## config.mk

```make
export PLATFORM = sky130hd
export DESIGN_NAME = mem_port_arbiter
export DESIGN_NICKNAME = d
export VERILOG_FILES = /design/src/rtl/mem_port_arbiter_pkg.sv /design/src/rtl/mem_port_arbiter_bus_watchdog.sv /design/src/rtl/mem_port_arbiter.sv
export SDC_FILE = /design/constraint.sdc
export NUM_CORES = 1
export LEC_CHECK = 0
export CAP_MARGIN = 40
export CORE_ASPECT_RATIO = 2
export CORE_MARGIN = 5
export CORE_UTILIZATION = 41
export CTS_BUF_LIST = sky130_fd_sc_hd__clkbuf_16
export CTS_CLUSTER_SIZE = 20
export DETAILED_ROUTE_END_ITERATION = 10
export GPL_TIMING_DRIVEN = 0
export PLACE_DENSITY = 0.86
export REMOVE_ABC_BUFFERS = 1
export SETUP_SLACK_MARGIN = 0.1
export SLEW_MARGIN = 20
export SYNTH_ARGS = -nofsm -noshare
export SYNTH_HDL_FRONTEND = slang
export SYNTH_SLANG_ARGS = --single-unit
```

## constraint.sdc

```tcl
create_clock -name CLK -period 2 [get_ports CLK]
set_input_delay 0.3 -clock CLK [delete_from_list [all_inputs] [get_ports CLK]]
set_output_delay 0.3 -clock CLK [all_outputs]
set_load 0.02 [all_outputs]
```

## src/rtl/mem_port_arbiter_pkg.sv

```systemverilog
// -----------------------------------------------------------------------------
// mem_port_arbiter_pkg
//   Shared definitions for the memory port arbiter:
//     - arb_state_t : 2-bit grant FSM state encoding
//     - FUNC3_LW    : RV32 word access size, always used for instruction fetch
//     - mem_wins()  : data-side grant decision used in the IDLE state
// -----------------------------------------------------------------------------
package mem_port_arbiter_pkg;

    typedef enum logic [1:0] {
        ST_IDLE    = 2'b00,
        ST_GNT_IF  = 2'b01,
        ST_GNT_MEM = 2'b10,
        ST_RESP    = 2'b11
    } arb_state_t;

    localparam logic [2:0] FUNC3_LW = 3'b010;

    // Data access has priority unless a fetch is pending and the data side
    // has already used up its burst allowance.
    function automatic logic mem_wins(input logic mem_req,
                                      input logic if_req,
                                      input logic burst_full);
        return mem_req && !(if_req && burst_full);
    endfunction

endpackage

```

## src/rtl/mem_port_arbiter_bus_watchdog.sv

```systemverilog
// -----------------------------------------------------------------------------
// bus_watchdog
//   Counts cycles spent waiting for a bus acknowledge and flags expiry once the
//   wait has lasted TIMEOUT_CYCLES cycles. The counter clears whenever run is
//   low, so each grant starts a fresh wait.
// Ports:
//   clk    in  1  clock
//   rst_n  in  1  synchronous reset, active-low
//   run    in  1  high while a grant is waiting on the bus
//   expire out 1  high in the last allowed wait cycle (combinational)
// -----------------------------------------------------------------------------
module bus_watchdog #(
    parameter int TIMEOUT_CYCLES = 255
) (
    input  logic clk,
    input  logic rst_n,
    input  logic run,
    output logic expire
);

    localparam int CW = $clog2(TIMEOUT_CYCLES + 1);

    logic [CW-1:0] count_q;
    logic [CW-1:0] count_d;

    // count_q holds the number of wait cycles already elapsed, so the flag
    // rises during the TIMEOUT_CYCLES-th cycle of the grant.
    assign expire = run && (count_q == CW'(TIMEOUT_CYCLES - 1));

    always_comb begin
        count_d = '0;
        if (run) begin
            count_d = expire ? count_q : count_q + 1'b1;
        end
    end

    always_ff @(posedge clk) begin
        if (!rst_n) begin
            count_q <= '0;
        end else begin
            count_q <= count_d;
        end
    end

endmodule

```

## src/rtl/mem_port_arbiter.sv

```systemverilog
// -----------------------------------------------------------------------------
// mem_port_arbiter
//   Shares a single variable-latency memory bus between instruction fetch (IF)
//   and data access (MEM). One transaction at a time goes through
//   IDLE -> GNT_x -> RESP -> IDLE. Data access has priority, but after
//   MAX_DATA_BURST consecutive data grants with a fetch pending, the fetch is
//   served next. All outputs are registered.
//
//   Optional feature macro: ARB_TIMEOUT_EN
//     defined   : a bus_watchdog aborts a grant after TIMEOUT_CYCLES cycles
//                 without BUS_ACK; READY is issued with RDATA=0 and BUS_ERR=1.
//     undefined : grants wait for BUS_ACK indefinitely, BUS_ERR stays 0.
//
// Ports:
//   CLK, RST                 clock, synchronous active-low reset
//   IF_REQ/IF_ADDR           fetch request (held until IF_READY)
//   IF_RDATA/IF_READY        fetch word and one-cycle completion pulse
//   MEM_REQ/WE/ADDR/WDATA/FUNC3  data request (held until MEM_READY)
//   MEM_RDATA/MEM_READY      load data and one-cycle completion pulse
//   BUS_REQ/WE/ADDR/WDATA/FUNC3  bus request, held until BUS_ACK
//   BUS_ACK/BUS_RDATA        bus completion and read data
//   BUS_ERR                  timeout flag, pulsed together with READY
// -----------------------------------------------------------------------------
module mem_port_arbiter
    import mem_port_arbiter_pkg::*;
#(
    parameter int MAX_DATA_BURST = 4,
    parameter int TIMEOUT_CYCLES = 255
) (
    input  logic        CLK,
    input  logic        RST,
    input  logic        IF_REQ,
    input  logic [31:0] IF_ADDR,
    output logic [31:0] IF_RDATA,
    output logic        IF_READY,
    input  logic        MEM_REQ,
    input  logic        MEM_WE,
    input  logic [31:0] MEM_ADDR,
    input  logic [31:0] MEM_WDATA,
    input  logic [2:0]  MEM_FUNC3,
    output logic [31:0] MEM_RDATA,
    output logic        MEM_READY,
    output logic        BUS_REQ,
    output logic        BUS_WE,
    output logic [31:0] BUS_ADDR,
    output logic [31:0] BUS_WDATA,
    output logic [2:0]  BUS_FUNC3,
    input  logic        BUS_ACK,
    input  logic [31:0] BUS_RDATA,
    output logic        BUS_ERR
);

    localparam int CNT_W = $clog2(MAX_DATA_BURST + 1);

    arb_state_t state_q, state_d;

    logic [CNT_W-1:0] cnt_q, cnt_d;

    logic        bus_req_q,   bus_req_d;
    logic        bus_we_q,    bus_we_d;
    logic [31:0] bus_addr_q,  bus_addr_d;
    logic [31:0] bus_wdata_q, bus_wdata_d;
    logic [2:0]  bus_func3_q, bus_func3_d;
    logic [31:0] if_rdata_q,  if_rdata_d;
    logic        if_ready_q,  if_ready_d;
    logic [31:0] mem_rdata_q, mem_rdata_d;
    logic        mem_ready_q, mem_ready_d;
    logic        bus_err_q,   bus_err_d;

    logic burst_full;
    logic grant_mem;
    logic grant_if;
    logic in_gnt;
    logic bus_expire;

    assign burst_full = (cnt_q == CNT_W'(MAX_DATA_BURST));
    assign grant_mem  = (state_q == ST_IDLE) && mem_wins(MEM_REQ, IF_REQ, burst_full);
    assign grant_if   = (state_q == ST_IDLE) && !grant_mem && IF_REQ;
    assign in_gnt     = (state_q == ST_GNT_IF) || (state_q == ST_GNT_MEM);

`ifdef ARB_TIMEOUT_EN
    bus_watchdog #(
        .TIMEOUT_CYCLES(TIMEOUT_CYCLES)
    ) u_bus_watchdog (
        .clk    (CLK),
        .rst_n  (RST),
        .run    (in_gnt),
        .expire (bus_expire)
    );
`else
    assign bus_expire = 1'b0;

    // Keeps the timeout parameter referenced when the watchdog is not built.
    logic unused_timeout_cfg;
    assign unused_timeout_cfg = TIMEOUT_CYCLES[0];
`endif

    // ---------------------------------------------------------------- state reg
    always_ff @(posedge CLK) begin
        if (!RST) begin
            state_q <= ST_IDLE;
        end else begin
            state_q <= state_d;
        end
    end

    // ---------------------------------------------------------------- next state
    always_comb begin
        state_d = state_q;
        case (state_q)
            ST_IDLE: begin
                if (grant_mem) begin
                    state_d = ST_GNT_MEM;
                end else if (grant_if) begin
                    state_d = ST_GNT_IF;
                end
            end
            ST_GNT_IF, ST_GNT_MEM: begin
                if (BUS_ACK || bus_expire) begin
                    state_d = ST_RESP;
                end
            end
            // REQ of the finished transaction is still high here, so no new
            // decision is taken until the FSM is back in IDLE.
            ST_RESP: state_d = ST_IDLE;
            default: state_d = ST_IDLE;
        endcase
    end

    // ---------------------------------------------------------------- outputs
    always_comb begin
        bus_req_d   = bus_req_q;
        bus_we_d    = bus_we_q;
        bus_addr_d  = bus_addr_q;
        bus_wdata_d = bus_wdata_q;
        bus_func3_d = bus_func3_q;
        if_rdata_d  = if_rdata_q;
        mem_rdata_d = mem_rdata_q;
        if_ready_d  = 1'b0;
        mem_ready_d = 1'b0;
        bus_err_d   = 1'b0;
        cnt_d       = cnt_q;

        case (state_q)
            ST_IDLE: begin
                if (grant_mem) begin
                    bus_req_d   = 1'b1;
                    bus_we_d    = MEM_WE;
                    bus_addr_d  = MEM_ADDR;
                    bus_wdata_d = MEM_WDATA;
                    bus_func3_d = MEM_FUNC3;
                    // Count only data grants that made a fetch wait.
                    if (IF_REQ) begin
                        cnt_d = burst_full ? cnt_q : cnt_q + 1'b1;
                    end else begin
                        cnt_d = '0;
                    end
                end else if (grant_if) begin
                    bus_req_d   = 1'b1;
                    bus_we_d    = 1'b0;
                    bus_addr_d  = IF_ADDR;
                    bus_wdata_d = '0;
                    bus_func3_d = FUNC3_LW;
                    cnt_d       = '0;
                end
            end
            ST_GNT_IF: begin
                if (BUS_ACK) begin
                    bus_req_d  = 1'b0;
                    if_rdata_d = BUS_RDATA;
                    if_ready_d = 1'b1;
                end else if (bus_expire) begin
                    bus_req_d  = 1'b0;
                    if_rdata_d = '0;
                    if_ready_d = 1'b1;
                    bus_err_d  = 1'b1;
                end
            end
            ST_GNT_MEM: begin
                if (BUS_ACK) begin
                    bus_req_d   = 1'b0;
                    mem_ready_d = 1'b1;
                    // A store keeps the last load result visible.
                    if (!bus_we_q) begin
                        mem_rdata_d = BUS_RDATA;
                    end
                end else if (bus_expire) begin
                    bus_req_d   = 1'b0;
                    mem_rdata_d = '0;
                    mem_ready_d = 1'b1;
                    bus_err_d   = 1'b1;
                end
            end
            default: begin
            end
        endcase
    end

    always_ff @(posedge CLK) begin
        if (!RST) begin
            cnt_q       <= '0;
            bus_req_q   <= 1'b0;
            bus_we_q    <= 1'b0;
            bus_addr_q  <= '0;
            bus_wdata_q <= '0;
            bus_func3_q <= '0;
            if_rdata_q  <= '0;
            if_ready_q  <= 1'b0;
            mem_rdata_q <= '0;
            mem_ready_q <= 1'b0;
            bus_err_q   <= 1'b0;
        end else begin
            cnt_q       <= cnt_d;
            bus_req_q   <= bus_req_d;
            bus_we_q    <= bus_we_d;
            bus_addr_q  <= bus_addr_d;
            bus_wdata_q <= bus_wdata_d;
            bus_func3_q <= bus_func3_d;
            if_rdata_q  <= if_rdata_d;
            if_ready_q  <= if_ready_d;
            mem_rdata_q <= mem_rdata_d;
            mem_ready_q <= mem_ready_d;
            bus_err_q   <= bus_err_d;
        end
    end

    assign BUS_REQ   = bus_req_q;
    assign BUS_WE    = bus_we_q;
    assign BUS_ADDR  = bus_addr_q;
    assign BUS_WDATA = bus_wdata_q;
    assign BUS_FUNC3 = bus_func3_q;
    assign IF_RDATA  = if_rdata_q;
    assign IF_READY  = if_ready_q;
    assign MEM_RDATA = mem_rdata_q;
    assign MEM_READY = mem_ready_q;
    assign BUS_ERR   = bus_err_q;

endmodule

```

* After elaboration in Yosys (flattened, before gate mapping)
Index checks and enable logic that the tools add are counted.
** Cells by class
- Equal/unequal tests :: 7
- Reductions and logical operators :: 19
- Mux-type cells :: 21
- Add/sub/neg operators :: 1
- Bitwise logic cells :: 1
** Operators with widths (number)
- $mux W32 :: 4
- $mux W3 :: 6
- $reduce_and A2 Y1 :: 5
- $reduce_and A3 Y1 :: 3
- $mux W1 :: 6
- $mux W2 :: 3
- $ne A3 B3 Y1 const B :: 2
- $pmux W2 S3 :: 1
- $logic_and A1 B1 Y1 :: 5
- $eq A2 B2 Y1 const B :: 2
- $reduce_bool A2 Y1 :: 2
- $add A3 B1 Y3 const B :: 1
- $eq A3 B3 Y1 const B :: 1
- $eq A2 B1 Y1 const B :: 1
- $logic_not A1 Y1 :: 2
- $logic_not A2 Y1 :: 1
- $ne A2 B1 Y1 const B :: 1
- $pmux W1 S2 :: 1
- $reduce_or A2 Y1 :: 1
- $not A1 Y1 :: 1
** Word-level totals
- Output and inout port bits :: 136
- Input port bits :: 137
- Logic and storage cells :: 60
- Flip-flop bits (word level) :: 140

* Longest topological paths before layout
Gate-level depths: netlist (run 1).
- Depth after elaboration :: 11
- Mapped depth :: 7
- Gate-level depth less buffers :: 5

* Worst setup path after synthesis (run 1)
No wires, ideal clock.
- Kind :: reg2reg
- Start :: reg state_q[0]
- End :: reg bus_wdata_q[10], in the netlist BUS_WDATA[10]
- Arrival time :: 1360 ps
- Stages on the path, launching flop included :: 8
- Setup slack :: 522 ps
- Setup time :: 118 ps
- Path through :: dfxtp_1 inv_1 ha_1 and2_1 buf_6 buf_4 a32oi_1 nor2b_1
** Between the ends
- Cells in the longest elaborated chain, start to end :: 7
- Elaborated cells between the ends (all ways) :: 8
- Classes of those cells :: mux: 1; reduce/logical: 7
** RTL lines
- from (decl) :: RTL line mem_port_arbiter.sv:55 : arb_state_t state_q, state_d;
- from (signal assigned) :: RTL line mem_port_arbiter.sv:103 : state_q <= state_d;
- $logic_not A2 Y1 (*) :: RTL line mem_port_arbiter.sv:77, mem_port_arbiter.sv:78, mem_port_arbiter.sv:144
- $logic_and A1 B1 Y1 :: RTL line mem_port_arbiter.sv:77 : assign grant_mem = (state_q == ST_IDLE) && mem_wins(MEM_REQ, IF_REQ, burst_full);
- $logic_not A1 Y1 :: RTL line mem_port_arbiter.sv:78 : assign grant_if = (state_q == ST_IDLE) && !grant_mem && IF_REQ;
- $logic_and A1 B1 Y1 (2 in series) :: RTL line mem_port_arbiter.sv:78
- $reduce_bool A2 Y1 (no line)
- $reduce_and A2 Y1 (no line)
- to (signal assigned) :: RTL line mem_port_arbiter.sv:217 : bus_wdata_q <= bus_wdata_d;
- to (decl) :: RTL line mem_port_arbiter.sv:62 : logic [31:0] bus_wdata_q, bus_wdata_d;
Mark *: on every way between the ends. The rest lies on a longest branch, timed or not.
A chain may end at the register's enable or synchronous reset.

* Worst setup path in the final report (run 1)
- Start :: reg state_q[0]
- End :: reg bus_func3_q[1], in the netlist BUS_FUNC3[1]
** Between the ends
- Cells in the longest elaborated chain, start to end :: 7
- Elaborated cells between the ends (all ways) :: 8
- Classes of those cells :: mux: 1; reduce/logical: 7
** RTL lines
- $logic_not A2 Y1 (*) :: RTL line mem_port_arbiter.sv:77, mem_port_arbiter.sv:78, mem_port_arbiter.sv:144
- $logic_and A1 B1 Y1 :: RTL line mem_port_arbiter.sv:77
- $logic_not A1 Y1 :: RTL line mem_port_arbiter.sv:78
- $logic_and A1 B1 Y1 (2 in series) :: RTL line mem_port_arbiter.sv:78
- $reduce_bool A2 Y1 (no line)
- $reduce_and A2 Y1 (no line)
- to (signal assigned) :: RTL line mem_port_arbiter.sv:218 : bus_func3_q <= bus_func3_d;
- to (decl) :: RTL line mem_port_arbiter.sv:63 : logic [2:0] bus_func3_q, bus_func3_d;
Marks and branches as above.

==> results of run 1 <==
## state kept, by name, indices dropped and copies added (netlist names)
name and cells:
BUS_WDATA 32, MEM_RDATA 32, BUS_REQ 1, IF_RDATA 32, IF_READY 1, BUS_ADDR 32
BUS_WE 1, MEM_READY 1, BUS_FUNC3 3, state_q 2, cnt_q 3
## per-layer routing
layer  wire [µm]  track usage (%)
met5           0                0
met2       10600             42.1
met1        6670             22.6
met4         796             10.8
met3        1290             5.91
## power by group through the flow
| stage | clock network [µW] | registers (µW) | logic, µW |
|---|---|---|---|
| 6_report | 3190 | 3610 | 4100 |
| 5_1_grt | 3380 | 3680 | 4390 |
| 4_1_cts | 3260 | 3610 | 4100 |
| 3_5_place_dp | 0 | 3650 | 4040 |
| 3_3_place_gp | 0 | 3630 | 3820 |
| 2_1_floorplan | 0 | 4270 | 1380 |
## metrics by stage
step	utilization, %	setup WS, ns	power [µW]	instances	instance area [µm²]
finish	66.6	0.192	10900	1085	9260
global route	66.6	0.0881	11400	1085	9260
CTS	66.5	0.0833	11000	1084	9240
detailed placement	62.0	-0.467	7690	1051	8610
global placement	60.8	-2.66	7450	1043	8450
floorplan	-	-0.443	5650	583	5500
## worst paths after layout
check                 from       endpoint  depth (start not counted)  slack, ns
min reg2reg  MEM_RDATA[27]  MEM_RDATA[27]                          2       0.45
max             state_q[0]   BUS_FUNC3[1]                          6       0.19
min                    RST   BUS_FUNC3[1]                          2       0.45
max reg2reg     state_q[0]   BUS_FUNC3[1]                          6       0.19
## logic make-up after synthesis
group	after synthesis	synth area share, %
multiplexers	1	0.194
flip-flops	140	48.2
buffers and inverters	68	5.81
AND/OR/NAND/NOR	249	19.0
other	1	0.0645
AO/OA/AOI/OAI	179	25.4
adder cells (fa/ha/maj)	6	1.29
## area by class of cell
cell class                 count  area (µm²)  area share [%]
timing repair buffer         281        2880            31.1
sequential                   140        2800            30.3
multi-input combinational    437        2720            29.4
clock buffer                  17         425            4.60
tap                          189         236            2.55
clock inverter                14         170            1.84
inverter                       7        26.3           0.284
## synthesized netlist by cell type, drive strengths merged (2+ instances only)
| cell type | count |
|---|---|
| clkbuf | 28 |
| nand2 | 138 |
| ha | 6 |
| buf | 33 |
| and3b | 2 |
| and2 | 2 |
| nor3 | 32 |
| o21ai | 34 |
| nand4 | 2 |
| and3 | 3 |
| nor2 | 32 |
| a21boi | 68 |
| o221a | 2 |
| nor2b | 35 |
| inv | 7 |
| dfxtp | 140 |
| a32oi | 35 |
| a211oi | 32 |
## repair_timing
item,CTS,global route
gates resized for setup,5,1
gates cloned,0,1
setup endpoints to repair,49,14
hold endpoints to repair,0,0
setup buffers,2,0
pin swaps,1,1
==> Implementation_results.wiki, run 1 <==
{| class="wikitable"
! Metric !! Value
|-
| Family of cells with the greatest summed delay on the critical path || simple AND/OR/NAND/NOR gates
|-
| First-pass GRT wire length || 29600 µm
|-
| Result of the run || finished, final reports clean
|-
| Hold Fails Final Rpt || 0
|-
| Max clock buf depth || 2
|-
| HPWL Detailed || 13800 µm
|-
| RSZ-0062 raised after global routing || yes
|-
| Seq cells post-synth || 140
|-
| Proportion of power drawn by combinational gates || 37.6%
|-
| Initial core utilization || 41.8%
|-
| Post-synth EDFFs || 0
|-
| Highest-count cells in the layout ignoring fill and taps || 270 x sky130_fd_sc_hd__clkdlybuf4s50_1, 140 x sky130_fd_sc_hd__dfxtp_1, 135 x sky130_fd_sc_hd__nand2_1
|-
| Worst Max-Slew Pin Slew || 0.698 ns
|-
| Total global routing overflow || 0
|-
| Switching power as a share of total power || 34.4%
|-
| Vias in the first global route || 5661
|-
| Max Transition Viols Final || 0
|-
| Largest fanout on the critical path || 31
|-
| Vias after detailed routing || 5594
|-
| Worst path buffer plus inverter count || 2
|-
| Largest net degree at the start of global routing || 77
|-
| Clock latency on the worst-skew pair || 0.41 ns
|-
| Fraction of post-synthesis cell area in the top cell type by area || 48.2%
|-
| Synthesized instance count || 644
|-
| Average instance area after synthesis || 9.02 µm²
|-
| Number of sinks on the clock net || 140
|-
| DR iter-0 viols || 242
|-
| Fin Clk Skew || 0.0108 ns
|-
| Class of the most critical setup path || reg -> reg
|-
| Count of distinct cell types in the synthesized netlist || 39
|-
| Post-detailed-route wirelength per cell || 17.8 µm
|-
| Post-route minimum period || 1.81 ns
|-
| LEAKAGE || 0.00318 µW
|-
| Hold Crit Class || in -> reg
|-
| Synthesis-to-finish area growth || 59.3%
|-
| Clock share of power || 29.3%
|-
| Netlist Area Pre-Place || 5810 µm²
|-
| TritonCTS buffer count || 17
|-
| Gr usage total || 22.6%
|-
| Yosys top cell by area || sky130_fd_sc_hd__dfxtp_1
|-
| WP data required || 2.30 ns
|-
| Most used flip-flop cell after synthesis || sky130_fd_sc_hd__dfxtp_1
|-
| Final hold slack || 0.445 ns
|-
| Fraction of final layout cells sized beyond drive strength 1 || 9.49%
|-
| Die outline height || 178 µm
|-
| Number of antenna-violating nets in the routed design || 0
|-
| CTS tree || done
|-
| Initial antenna violation count || 0
|-
| Reg power frac || 33.1%
|-
| Max Cap Violations || 0
|-
| Share of the clock period used by the worst path || 90.4%
|-
| Net switching power of the design || 3750 µW
|-
| Arrival time reported for the critical path endpoint || 2.11 ns
|-
| Core area || 13900 µm²
|-
| Clock edge transition at the registers on the reported setup and hold paths || 0.06 ns
|-
| Leading cell type in the layout, fill and taps excluded || sky130_fd_sc_hd__clkdlybuf4s50_1
|-
| Async S/R FF share, synth || 0%
|-
| Worst slew margin || 53.3%
|-
| Wirelength, routed || 19400 µm
|-
| Proportion of synthesized chip area in sequential cells || 48.2%
|-
| Gp weighted congestion || 0.806
|-
| Vias per std cell || 5.16
|-
| Pwr per Cell Area || 1180 nW/µm²
|-
| Setup-violating endpoint count in the final report || 0
|-
| Setup total negative slack || 0 ns
|-
| Peak VDD IR || 0.695 mV
|-
| Fmax || 0.553 GHz
|-
| Root buffer cell || sky130_fd_sc_hd__clkbuf_16
|-
| Slowest CP cell || sky130_fd_sc_hd__dfxtp_1
|-
| Fillers || 1130
|-
| CP endpoint kind || register
|-
| Number of nets in the finished design || 1027
|-
| Top area cells in the synthesized netlist || sky130_fd_sc_hd__dfxtp_1 48%, sky130_fd_sc_hd__nand2_1 8.8%, sky130_fd_sc_hd__a21boi_0 7.6%, sky130_fd_sc_hd__a211oi_2 6.5%, sky130_fd_sc_hd__a32oi_1 5.3%
|-
| Post-cts hold buffer count || 0
|-
| Antenna cell count || 0
|-
| Std-Cell Rows || 61
|-
| I/O pin count || 273
|-
| Count of synthesis-stage warnings from yosys || 0
|-
| Delay of the slowest critical-path stage || 0.34 ns
|-
| Startpoint Class || register
|-
| Die Outline Area || 16800 µm²
|-
| Count of unresolved DRC violations after routing || 0
|-
| H-Tree Depth || 4
|-
| DRT Pass-1 Iters || 5
|-
| Internal power || 7150 µW
|-
| Port Buf Inserts || 271
|-
| Ordered cell list for the critical path || inv_1 > ha_2 > and2_4 > buf_12 > nand2_8 > o221a_2
|-
| Width of the die || 94.2 µm
|}
No activity file was read; power rests on OpenSTA's default activity.
==> run 2: changes to the inputs <==
--- a/config.mk
+++ b/config.mk
@@ -10,10 +10,9 @@
 export CORE_MARGIN = 5
 export CORE_UTILIZATION = 41
 export CTS_BUF_LIST = sky130_fd_sc_hd__clkbuf_16
-export CTS_CLUSTER_SIZE = 20
 export DETAILED_ROUTE_END_ITERATION = 10
 export GPL_TIMING_DRIVEN = 0
-export PLACE_DENSITY = 0.86
+export PLACE_DENSITY = 0.9
 export REMOVE_ABC_BUFFERS = 1
 export SETUP_SLACK_MARGIN = 0.1
 export SLEW_MARGIN = 20
==> run 2 against run 1 <==
Net effect:
- fmax rose by 0.42%
- wire length grew 2.0%
- sequential cell count unchanged
- critical path depth unchanged
- critical path type unchanged
- die area is the same
- clock power grew 6.6%
==> Implementation_results.wiki, run 2 (synthesis results as in run 1) <==
{| class="wikitable"
! Metric !! Value
|-
| Total global routing overflow || 0
|-
| Fmax || 0.555 GHz
|-
| HPWL Detailed || 14200 µm
|-
| Startpoint Class || register
|-
| Cell area after placement || 8640 µm²
|-
| Final hold slack || 0.417 ns
|-
| Setup-violating endpoint count in the final report || 0
|-
| Die outline height || 178 µm
|-
| Initial core utilization || 41.8%
|-
| Class of the most critical setup path || reg -> reg
|-
| Wirelength, routed || 19800 µm
|-
| Std-Cell Rows || 61
|-
| Vias per std cell || 5.23
|-
| Antenna cell count || 0
|-
| Gp weighted congestion || 0.783
|-
| Number of antenna-violating nets in the routed design || 0
|-
| Largest net degree at the start of global routing || 80
|-
| Count of unresolved DRC violations after routing || 0
|-
| TritonCTS buffer count || 17
|-
| Max Cap Violations || 0
|-
| Slack of the worst reg-to-reg path || 0.20 ns
|-
| Gr usage total || 22.9%
|-
| First-pass GRT wire length || 30000 µm
|-
| Hold Crit Class || in -> reg
|-
| Port Buf Inserts || 271
|-
| Total power || 11200 µW
|-
| RSZ-0062 raised after global routing || no
|-
| Net switching power of the design || 3860 µW
|-
| Clock latency on the worst-skew pair || 0.41 ns
|-
| Number of cells on the worst reg-to-reg path || 6
|-
| Post-detailed-route wirelength per cell || 18.1 µm
|-
| DR iter-0 viols || 215
|-
| CTS tree || done
|-
| Worst Max-Slew Pin Slew || 0.690 ns
|-
| Largest fanout on the critical path || 31
|-
| Switching power as a share of total power || 34.5%
|-
| Max clock buf depth || 2
|-
| Reg power frac || 32.2%
|-
| H-Tree Depth || 4
|-
| Post-route design area || 9350 µm²
|-
| Synthesis-to-finish area growth || 60.9%
|-
| Leading cell type in the layout, fill and taps excluded || sky130_fd_sc_hd__clkdlybuf4s50_1
|-
| Initial antenna violation count || 0
|-
| Core area || 13900 µm²
|-
| Worst flop-to-flop path endpoint || BUS_FUNC3[1]
|-
| Highest-count cells in the layout ignoring fill and taps || 268 x sky130_fd_sc_hd__clkdlybuf4s50_1, 140 x sky130_fd_sc_hd__dfxtp_1, 136 x sky130_fd_sc_hd__nand2_1
|-
| Vias after detailed routing || 5699
|-
| Clock edge transition at the registers on the reported setup and hold paths || 0.06 ns
|-
| LEAKAGE || 0.00323 µW
|-
| I/O pin count || 273
|-
| Result of the run || finished, final reports clean
|-
| Max Transition Viols Final || 0
|-
| WP data required || 2.30 ns
|-
| Number of sinks on the clock net || 140
|-
| Post-route minimum period || 1.80 ns
|-
| Proportion of power drawn by combinational gates || 37.4%
|-
| Vias in the first global route || 5656
|-
| Die Outline Area || 16800 µm²
|-
| CP endpoint kind || register
|-
| Root buffer cell || sky130_fd_sc_hd__clkbuf_16
|-
| Fraction of final layout cells sized beyond drive strength 1 || 9.99%
|-
| Internal power || 7340 µW
|-
| Number of nets in the finished design || 1031
|-
| Pwr per Cell Area || 1200 nW/µm²
|-
| Worst slew margin || 54.0%
|-
| Critical path launch point || state_q[0]
|-
| Critical path endpoint || BUS_FUNC3[1]
|-
| Reg2Reg Launch Point || state_q[0]
|-
| Arrival time reported for the critical path endpoint || 2.10 ns
|-
| Setup total negative slack || 0 ns
|-
| Clock share of power || 30.3%
|-
| Width of the die || 94.2 µm
|-
| Share of the clock period used by the worst path || 90.0%
|-
| Hold Fails Final Rpt || 0
|-
| Peak VDD IR || 0.870 mV
|-
| DRT Pass-1 Iters || 4
|-
| Fin Clk Skew || 0.0107 ns
|}
==> run 2: cell count changes in the layout (fill, tap and decap cells not counted), moves of 2 or more <==
cell	delta
sky130_fd_sc_hd__buf_8	+2
sky130_fd_sc_hd__dlygate4sd2_1	+2
sky130_fd_sc_hd__buf_4	+2
sky130_fd_sc_hd__clkdlybuf4s50_1	-2
sky130_fd_sc_hd__clkinv_2	-2
sky130_fd_sc_hd__inv_6	+4
==> run 2: worst min path at each step <==
stage                  from       endpoint  slack (ns)  cells past startpoint
2_1_floorplan           RST   BUS_FUNC3[0]        0.43                      1
5_1_grt                 RST  BUS_WDATA[31]        0.45                      2
3_5_place_dp   MEM_RDATA[6]   MEM_RDATA[6]        0.44                      2
4_1_cts                 RST  BUS_WDATA[17]        0.41                      2
3_3_place_gp   MEM_RDATA[4]   MEM_RDATA[4]        0.44                      2
6_report                RST  BUS_WDATA[17]        0.42                      2
==> run 2: layout make-up <==
cell class                      count  area (µm²)
Fill cell                        1082        4540
Timing Repair Buffer              284        2920
Sequential cell                   140        2800
Multi-Input combinational cell    438        2740
Clock buffer                       17         425
Tap cell                          189         236
Clock inverter                     15         209
Inverter                            7        26.3
==> run 2: worst max-delay path, cell delays in order, from the launching register on <==
cell	delay, ns
sky130_fd_sc_hd__dfxtp_1	0.33
sky130_fd_sc_hd__inv_1	0.14
sky130_fd_sc_hd__ha_4	0.25
sky130_fd_sc_hd__and2_4	0.28
sky130_fd_sc_hd__buf_12	0.22
sky130_fd_sc_hd__nand2_8	0.17
sky130_fd_sc_hd__o221a_2	0.30
==> run 2: through the flow <==
step | setup slack (ns) | cells | utilization (%)
floorplan | -0.443 | 583 | -
global placement | -2.60 | 1043 | 60.8
detailed placement | -0.488 | 1052 | 62.2
CTS | 0.104 | 1085 | 67.0
global route | 0.118 | 1090 | 67.3
finish | 0.199 | 1090 | 67.3
==> run 2: metal layers <==
layer,GRT usage [%],vias up,wire length [µm]
met5,0,-,0
li1,-,2721,-
met2,42.8,242,10800
met3,5.61,50,1330
met1,22.9,2686,6730
met4,11.8,0,902
==> run 2: power by group through the flow <==
| stage | clock, µW | sequential [µW] | combinational (µW) |
|---|---|---|---|
| 6_report | 3400 | 3610 | 4200 |
| 5_1_grt | 3570 | 3680 | 4470 |
| 4_1_cts | 3470 | 3610 | 4170 |
| 3_5_place_dp | 0 | 3650 | 4080 |
| 3_3_place_gp | 0 | 3630 | 3820 |
| 2_1_floorplan | 0 | 4270 | 1380 |
==> run 2: what timing repair did <==
action | in CTS | in global routing
hold endpoints to repair | 0 | 0
setup buffers | 0 | 4
resized for setup | 8 | 2
cloned | 1 | 1
pin swaps | 3 | 1
endpoints found under the setup margin | 54 | 25
hold buffers | 0 | 0
==> run 3: changes to the inputs <==
--- a/config.mk
+++ b/config.mk
@@ -12,7 +12,7 @@
 export CTS_BUF_LIST = sky130_fd_sc_hd__clkbuf_16
 export DETAILED_ROUTE_END_ITERATION = 10
 export GPL_TIMING_DRIVEN = 0
-export PLACE_DENSITY = 0.9
+export PLACE_DENSITY = 0.79
 export REMOVE_ABC_BUFFERS = 1
 export SETUP_SLACK_MARGIN = 0.1
 export SLEW_MARGIN = 20
==> run 3 against run 2 <==
Net effect:
- sequential share of layout area up 0.15 points
- clock skew up 0.0017 ns
- combinational power down 1%
- sequential power about the same
- utilization down 0.32 points
- global-route usage down 0.47 points
- first-iteration DRC count down 21%
- sequential cell count unchanged
- die area unchanged
- power down 1.7%
- non-clock buffer count up 1
- wire length down 2.6%
- largest power group unchanged
==> Implementation_results.wiki, run 3 (synthesis results as in run 1) <==
{| class="wikitable"
! Metric !! Value
|-
| Width of the die || 94.2 µm
|-
| Fin Clk Skew || 0.0124 ns
|-
| Fraction of final layout cells sized beyond drive strength 1 || 10.1%
|-
| Synthesis-to-finish area growth || 60.1%
|-
| Final hold slack || 0.450 ns
|-
| Top layer used by detailed routing || met4
|-
| Setup-violating endpoint count in the final report || 0
|-
| Cell area after placement || 8630 µm²
|-
| Hold Crit Class || reg -> reg
|-
| Routed wire length on met2 || 10400 µm
|-
| Result of the run || finished, final reports clean
|-
| Largest net degree at the start of global routing || 79
|-
| Post-route design area || 9310 µm²
|-
| Std-Cell Rows || 61
|-
| Max Transition Viols Final || 0
|-
| Clock latency on the worst-skew pair || 0.41 ns
|-
| DRT Pass-1 Iters || 4
|-
| Fillers || 1161
|-
| Vias after detailed routing || 5509
|-
| Root buffer cell || sky130_fd_sc_hd__clkbuf_16
|-
| HPWL Detailed || 13900 µm
|-
| RSZ-0062 raised after global routing || no
|-
| Hold Fails Final Rpt || 0
|-
| Startpoint Class || input pin
|-
| I/O pin count || 273
|-
| Max clock buf depth || 2
|-
| CP endpoint kind || register
|-
| Gr usage total || 22.5%
|-
| Share of the clock period used by the worst path || 89.0%
|-
| DR iter-0 viols || 169
|-
| Setup total negative slack || 0 ns
|-
| H-Tree Depth || 4
|-
| Peak VDD IR || 0.758 mV
|-
| WP data required || 2.28 ns
|-
| Core area || 13900 µm²
|-
| Pre-CTS setup slack || -0.461 ns
|-
| TritonCTS buffer count || 17
|-
| Initial core utilization || 41.8%
|-
| Count of unresolved DRC violations after routing || 0
|-
| Post-route minimum period || 1.78 ns
|-
| Post-detailed-route wirelength per cell || 17.6 µm
|-
| Number of nets in the finished design || 1031
|-
| Max Cap Violations || 0
|-
| CTS tree || done
|-
| Number of antenna-violating nets in the routed design || 0
|-
| Worst slew margin || 54.3%
|-
| Arrival time reported for the critical path endpoint || 2.06 ns
|-
| Port Buf Inserts || 271
|-
| Leading cell type in the layout, fill and taps excluded || sky130_fd_sc_hd__clkdlybuf4s50_1
|-
| Total global routing overflow || 0
|-
| Met1 layer wirelength in the final routing || 6810 µm
|-
| Vias in the first global route || 5554
|-
| Class of the most critical setup path || in -> reg
|-
| Fmax || 0.562 GHz
|-
| Highest-count cells in the layout ignoring fill and taps || 270 x sky130_fd_sc_hd__clkdlybuf4s50_1, 140 x sky130_fd_sc_hd__dfxtp_1, 135 x sky130_fd_sc_hd__nand2_1
|-
| Die Outline Area || 16800 µm²
|-
| Clock edge transition at the registers on the reported setup and hold paths || 0.06 ns
|-
| Gp weighted congestion || 0.776
|-
| Initial antenna violation count || 0
|-
| Largest fanout on the critical path || 32
|-
| Worst Max-Slew Pin Slew || 0.683 ns
|-
| LEAKAGE || 0.00321 µW
|-
| Vias per std cell || 5.05
|-
| Post-route setup slack || 0.220 ns
|-
| Total met3 wirelength after detailed routing || 1280 µm
|-
| First-pass GRT wire length || 29500 µm
|-
| Die outline height || 178 µm
|-
| Wirelength, routed || 19200 µm
|-
| Number of sinks on the clock net || 140
|-
| Pwr per Cell Area || 1180 nW/µm²
|}
-- run 3: where the power goes --
part,internal [µW],switching (µW),total [µW]
clock,1990,1290,3280
combinational,1900,2240,4140
sequential,3330,275,3600
total,7210,3800,11000
-- run 3: area by class of cell --
type / count / area (µm²) / area share, %
flip-flops and latches: 140 / 2800 / 30.1
multi-input cells: 437 / 2710 / 29.1
diodes: 1 / 2.50 / 0.0269
inverters: 7 / 26.3 / 0.282
well taps: 189 / 236 / 2.54
clock inverters: 14 / 183 / 1.96
repair buffers: 285 / 2920 / 31.4
clock buffers: 17 / 425 / 4.57
-- run 3: what timing repair did --
item | in CTS | in global routing
setup endpoints to repair | 33 | 30
pin swaps | 1 | 2
cloned | 0 | 1
setup buffers | 0 | 5
gates resized for setup | 5 | 0
hold buffers | 0 | 0
-- run 3: final timing paths --
kind / slack, ns / start / end / depth (start not counted)
max: 0.22 / IF_REQ / BUS_ADDR[17] / 5
min: 0.45 / MEM_RDATA[19] / MEM_RDATA[19] / 2
max reg2reg: 0.24 / state_q[0] / BUS_FUNC3[1] / 6
min reg2reg: 0.45 / MEM_RDATA[19] / MEM_RDATA[19] / 2
-- run 3: per-layer routing --
metal	vias to the layer above	GRT usage (%)
met3	34	6.54
met1	2561	23.2
li1	2724	-
met4	0	9.95
met5	-	0
met2	190	41.1
-- run 3: critical path, stage by stage --
cell and delay [ns]:
sky130_fd_sc_hd__clkdlybuf4s50_1 0.74, sky130_fd_sc_hd__nand3_2 0.33, sky130_fd_sc_hd__buf_12 0.28, sky130_fd_sc_hd__nand2_4 0.27
sky130_fd_sc_hd__a211oi_2 0.11
-- run 3: per-stage QoR --
| stage | cells | total power (µW) | utilization [%] |
|---|---|---|---|
| floorplan | 583 | 5650 | - |
| global placement | 1043 | 7460 | 60.8 |
| detailed placement | 1052 | 7730 | 62.1 |
| CTS | 1083 | 11100 | 66.6 |
| global route | 1089 | 11600 | 67.0 |
| finish | 1090 | 11000 | 67.0 |
